[src/rtl/k_and_s_pkg.sv]
// Shared types and constants for the K&S processor: instruction decode
// values exchanged with data_path, controller states and ALU op codes.
package k_and_s_pkg;

   // Decoded instruction as produced by data_path. Five bits leave room
   // for values that no instruction uses; the controller treats those as NOP.
   typedef enum logic [4:0] {
      I_NOP    = 5'd0,
      I_LOAD   = 5'd1,
      I_STORE  = 5'd2,
      I_MOVE   = 5'd3,
      I_ADD    = 5'd4,
      I_SUB    = 5'd5,
      I_AND    = 5'd6,
      I_OR     = 5'd7,
      I_BRANCH = 5'd8,
      I_BZERO  = 5'd9,
      I_BNZERO = 5'd10,
      I_BNEG   = 5'd11,
      I_BNNEG  = 5'd12,
      I_BOV    = 5'd13,
      I_BNOV   = 5'd14,
      I_HALT   = 5'd15
   } decoded_instruction_type;

   // Controller states
   typedef enum logic [3:0] {
      FETCH   = 4'd0,
      DECODE  = 4'd1,
      LOAD_1  = 4'd2,
      LOAD_2  = 4'd3,
      STORE_1 = 4'd4,
      MOVE    = 4'd5,
      ALU     = 4'd6,
      BRANCH  = 4'd7,
      HALT    = 4'd8
   } ctrl_state_type;

   // ALU operation select codes
   localparam logic [1:0] ALU_ADD = 2'b00;
   localparam logic [1:0] ALU_SUB = 2'b01;
   localparam logic [1:0] ALU_AND = 2'b10;
   localparam logic [1:0] ALU_OR  = 2'b11;

   // True for every conditional or unconditional branch instruction
   function automatic logic is_branch(input decoded_instruction_type instr);
      is_branch = (instr == I_BRANCH) || (instr == I_BZERO)  ||
                  (instr == I_BNZERO) || (instr == I_BNEG)   ||
                  (instr == I_BNNEG)  || (instr == I_BOV)    ||
                  (instr == I_BNOV);
   endfunction

endpackage

[src/rtl/control_unit_branch_condition.sv]
// Combinational branch resolver: decides whether the branch held in the
// IR is taken, given the flags registered by the most recent ALU operation.
module branch_condition
   import k_and_s_pkg::*;
(
   input  decoded_instruction_type decoded_instruction,
   input  logic                    zero_op,
   input  logic                    neg_op,
   input  logic                    signed_overflow,
   output logic                    taken
);

   // Map the branch kind onto the flag it tests; non-branches never take
   always_comb begin
      taken = 1'b0;
      case (decoded_instruction)
         I_BRANCH: taken = 1'b1;
         I_BZERO:  taken = zero_op;
         I_BNZERO: taken = ~zero_op;
         I_BNEG:   taken = neg_op;
         I_BNNEG:  taken = ~neg_op;
         I_BOV:    taken = signed_overflow;
         I_BNOV:   taken = ~signed_overflow;
         default:  taken = 1'b0;
      endcase
   end

endmodule

[src/rtl/control_unit.sv]
// Multi-cycle Moore controller for the K&S processor. Sequences fetch,
// decode and execute and drives every data_path control plus the RAM
// write strobe. Only BRANCH lets the flags reach the outputs.
module control_unit
   import k_and_s_pkg::*;
(
   input  logic                    clk,
   input  logic                    rst_n,
   input  decoded_instruction_type decoded_instruction,
   input  logic                    zero_op,
   input  logic                    neg_op,
   input  logic                    unsigned_overflow,
   input  logic                    signed_overflow,
   output logic                    branch,
   output logic                    pc_enable,
   output logic                    ir_enable,
   output logic                    addr_sel,
   output logic                    c_sel,
   output logic [1:0]              operation,
   output logic                    write_reg_enable,
   output logic                    flags_reg_enable,
   output logic                    ram_write_enable,
   output logic                    halted
);

   ctrl_state_type r_state;
   ctrl_state_type w_next_state;
   logic           w_taken;
   logic           w_unused_carry;

   // The carry flag is part of the data_path flag bundle but no branch tests it
   assign w_unused_carry = unsigned_overflow;

   branch_condition u_branch_condition (
      .decoded_instruction (decoded_instruction),
      .zero_op             (zero_op),
      .neg_op              (neg_op),
      .signed_overflow     (signed_overflow),
      .taken               (w_taken)
   );

   // State register; reset forces FETCH at once, even in HALT or mid-LOAD
   always_ff @(posedge clk or negedge rst_n) begin
      if (!rst_n) begin
         r_state <= FETCH;
      end else begin
         r_state <= w_next_state;
      end
   end

   // Next-state selection; unknown instructions fall back to NOP behaviour
   always_comb begin
      w_next_state = FETCH;
      case (r_state)
         FETCH:   w_next_state = DECODE;
         DECODE: begin
            case (decoded_instruction)
               I_LOAD:  w_next_state = LOAD_1;
               I_STORE: w_next_state = STORE_1;
               I_MOVE:  w_next_state = MOVE;
               I_ADD,
               I_SUB,
               I_AND,
               I_OR:    w_next_state = ALU;
               I_HALT:  w_next_state = HALT;
               default: w_next_state = is_branch(decoded_instruction) ? BRANCH : FETCH;
            endcase
         end
         LOAD_1:  w_next_state = LOAD_2;
         LOAD_2:  w_next_state = FETCH;
         STORE_1: w_next_state = FETCH;
         MOVE:    w_next_state = FETCH;
         ALU:     w_next_state = FETCH;
         BRANCH:  w_next_state = FETCH;
         HALT:    w_next_state = HALT;
         default: w_next_state = FETCH;
      endcase
   end

   // Output decode from the registered state; everything idles at 0 unless named
   always_comb begin
      branch           = 1'b0;
      pc_enable        = 1'b0;
      ir_enable        = 1'b0;
      addr_sel         = 1'b0;
      c_sel            = 1'b0;
      operation        = ALU_ADD;
      write_reg_enable = 1'b0;
      flags_reg_enable = 1'b0;
      ram_write_enable = 1'b0;
      halted           = 1'b0;
      case (r_state)
         FETCH: begin
            ir_enable = 1'b1;
         end
         DECODE: begin
            pc_enable = 1'b1;
         end
         LOAD_1: begin
            addr_sel = 1'b1;
         end
         LOAD_2: begin
            addr_sel         = 1'b1;
            write_reg_enable = 1'b1;
         end
         STORE_1: begin
            addr_sel         = 1'b1;
            ram_write_enable = 1'b1;
         end
         MOVE: begin
            c_sel            = 1'b1;
            operation        = ALU_OR;
            write_reg_enable = 1'b1;
         end
         ALU: begin
            c_sel            = 1'b1;
            write_reg_enable = 1'b1;
            flags_reg_enable = 1'b1;
            case (decoded_instruction)
               I_SUB:   operation = ALU_SUB;
               I_AND:   operation = ALU_AND;
               I_OR:    operation = ALU_OR;
               default: operation = ALU_ADD;
            endcase
         end
         BRANCH: begin
            branch    = w_taken;
            pc_enable = w_taken;
         end
         HALT: begin
            halted = 1'b1;
         end
         default: begin
            ir_enable = 1'b0;
         end
      endcase
   end

endmodule

[config.mk]
export PLATFORM = sky130hd
export DESIGN_NAME = control_unit
export DESIGN_NICKNAME = d
export VERILOG_FILES = /design/src/rtl/k_and_s_pkg.sv /design/src/rtl/control_unit_branch_condition.sv /design/src/rtl/control_unit.sv
export SDC_FILE = /design/constraint.sdc
export NUM_CORES = 1
export LEC_CHECK = 0
export BUFFER_PORTS_ARGS = -buffer_cell sky130_fd_sc_hd__buf_2
export CAP_MARGIN = 40
export CORE_AREA = 4 4 41 43
export CTS_CLUSTER_DIAMETER = 50
export DETAILED_ROUTE_END_ITERATION = 10
export DIE_AREA = 0 0 45 47
export PLACE_DENSITY_LB_ADDON = 0.08
export SYNTH_ARGS = -nofsm -noshare
export SYNTH_HDL_FRONTEND = slang
export SYNTH_SLANG_ARGS = --single-unit
[constraint.sdc]
create_clock -name clk -period 6.95 [get_ports clk]
set_input_delay 2.085 -clock clk [delete_from_list [all_inputs] [get_ports clk]]
set_output_delay 2.085 -clock clk [all_outputs]
set_load 0.01 [all_outputs]
==> results.ini <==
[clocking]
cts_resized = 0
htreeDepth = 1
cts.clk_slew.worst_paths_ns = 0.04
cts-root-buf = clkbuf_4
post_cts_buffers = 0
clock_sinks = 4
ctsHoldBuffers = 0
insertion_delay_ns = 0.23
cts_tree = done
numCtsBuffers = 3
clockBufferDepth = 2

[critical_path]
cpPeakStageDelay_ns = 0.38
worstRegToRegCells = 4
cp_cell_sequence = buf_2 > and3_4 > or3_1 > a2111oi_2 > o21bai_1 > buf_2
reg2reg_to = r_state[0]$_DFF_PN0_
path_class = input pin to primary output
crit_fanout = 13
cp.required_ns = 4.87
endpoint_kind = primary output
rrSetupSlack_ns = 5.42
critPathMostFrequentCell = buf_2
timing.rr.start = r_state[1]$_DFF_PN0_
slowest_stage = a2111oi_2
worst-endpoint-arrival_ns = 3.50
start_kind = input pin

[sta]
hold-worst-slack_ns = 0.663
tightest_slew_ns = 0.416
fin_tns_setup_ns = 0
period_minus_slack_ns = 5.58
rsz0062_at_grt = no
slew_headroom = 0.719
finalCritPeriodShare = 0.803
fin_worst_skew_ns = 0.00150
setup_viol = 0
max_freq_ghz = 0.179
hold_violations = 0
slew_violations = 0

[worst_hold_path]
hp-start = r_state[3]$_DFF_PN0_
hold_end = r_state[1]$_DFF_PN0_
holdPathStages = 2
min_path_type = register to register

[finish]
largest_reg_flops = 4
areaGrowthSynthToFinish_pct = 23.2
final_cells = 95
diodes = 0
drive_above_1_share = 0.338
top_regs = r_state (4)
regMostFlops = r_state
finalNetCount = 93

[power_and_ir_drop]
power.leakage_nw = 0.257
power.density_nw_per_um2 = 297
ir_drop_uv = 136
p_clk_frac = 0.165
seq_power_share = 0.297
p_int_w = 0.0000916
combPwrFrac = 0.538
p_sw_w = 0.0000781
switching_share = 0.460

[synthesis]
synth-edff-count = 0
synthMostInstantiatedCell = a21oi_1
syn_area_sq_um = 463
synth_top_area_cell = dfrtp_1
yosys-top-cells-area = dfrtp_1 22%, a21oi_1 11%, nand2b_1 5.4%
async_flop_share = 1.00
yosysWarnings = 0
ys.flop_type = dfrtp_1
postSynthCellCount = 63
syn_nets = 74
synth.distinct_cells = 31
ys_ff_latch = 4
yosysTopAreaCellShare = 0.216
synthTopCellsByCount = 10 x a21oi_1, 6 x nor2_1, 4 x dfrtp_1, 4 x nand2b_1, 4 x nor3_1
synth.avg_cell_area_sq_um = 7.35
seq_area_frac_synth = 0.216

[detailed_routing]
vias_per_cell = 5.35
vias = 508
drc = 0
initialDrtViolationCount = 10
ant_nets = 0
dr.pass1.iters = 4
wl_per_cell_um = 11.8
wirelength_um = 1120

[die]
die_y_um = 47
num_rows = 13
fp.dieW_um = 45
ios = 22
die_area_sq_um = 2120
core-area_sq_um = 1300
start_util = 0.356

[grt]
grt_use_total = 0.112
grt_overflow = 0
antenna_found_initial = 0
grt_max_degree = 14
grt_pass1_vias = 428
grt_pass1_wl_um = 1770

[placement]
gp_congestion = 0.759
dp_hpwl_um = 842
placed_cells = 92
io_buffers = 20

[run_status]
status = completed

[run]
max_cap_viol_count = 0

## through the flow
| stage | utilization | worst slack [ns] | power [W] | area, sq um |
|---|---|---|---|---|
| finish | 0.438 | 1.37 | 0.000170 | 571 |
| global route | 0.438 | 1.25 | 0.000188 | 571 |
| detailed placement | 0.421 | 1.36 | 0.000142 | 548 |
| global placement | 0.421 | 1.36 | 0.000143 | 548 |
| floorplan | - | 1.43 | 0.000113 | 463 |
| CTS | 0.438 | 1.35 | 0.000172 | 571 |
## kinds of logic (layout without fill, tap and decap cells)
kind of cell | after synthesis | count (layout) | share of synthesized area
and+or+nand+nor | 29 | 29 | 0.370
xor gates and xnor gates | 1 | 1 | 0.0189
AOI/OAI and AO/OA | 20 | 20 | 0.297
buffers and inverters | 9 | 26 | 0.0973
DFF | 4 | 4 | 0.216
## power by group through the flow
stage	clock (W)	sequential [W]	combinational [W]
floorplan	0	0.0000359	0.0000771
global placement	0	0.0000506	0.0000921
detailed placement	0	0.0000503	0.0000918
CTS	0.0000299	0.0000500	0.0000921
global route	0.0000311	0.0000533	0.000103
finish	0.0000280	0.0000504	0.0000912
## worst max-delay path by stage
| stage | from | end | slack [ns] | depth (start not counted) |
|---|---|---|---|---|
| finish | decoded_instruction[2] | pc_enable | 1.37 | 6 |
| global route | decoded_instruction[2] | pc_enable | 1.25 | 6 |
| CTS | decoded_instruction[2] | pc_enable | 1.35 | 6 |
| detailed placement | decoded_instruction[2] | pc_enable | 1.36 | 6 |
| global placement | decoded_instruction[2] | pc_enable | 1.36 | 6 |
| floorplan | decoded_instruction[0] | pc_enable | 1.43 | 5 |
## layer usage
layer / vias to the layer above / wire, um / GRT usage
met1: 226 / 587 / 0.153
met2: 12 / 456 / 0.169
li1: 270 / - / -
met4: 0 / 0 / 0.0702
met5: - / 0 / 0
met3: 0 / 75 / 0.0115
## cell type report
type	instances	area [sq um]
inverters	3	11.3
multi-input cells	50	318
fillers	159	731
well taps	15	18.8
repair buffers	20	100
clock buffers	3	22.5
flip-flops and latches	4	100
## worst max-delay path: cells and delay by family
| kind | cells | cell delay [ns] |
|---|---|---|
| AO/OA/AOI/OAI | 2 | 0.55 |
| AND/OR/NAND/NOR | 2 | 0.55 |
| buffers and inverters | 2 | 0.32 |
## layout by cell type, fill, tap and decap left out, types with 2 or more instances in the layout
cell type and instances:
clkbuf_4 3, nand2_1 2, a21oi_1 10, dfrtp_1 4, o21bai_1 2, nor3_1 4
buf_2 20, or3_1 2, nor2_1 6, nand4_1 2, nand2b_1 4, inv_1 3
No activity file was read; power rests on OpenSTA's default activity.
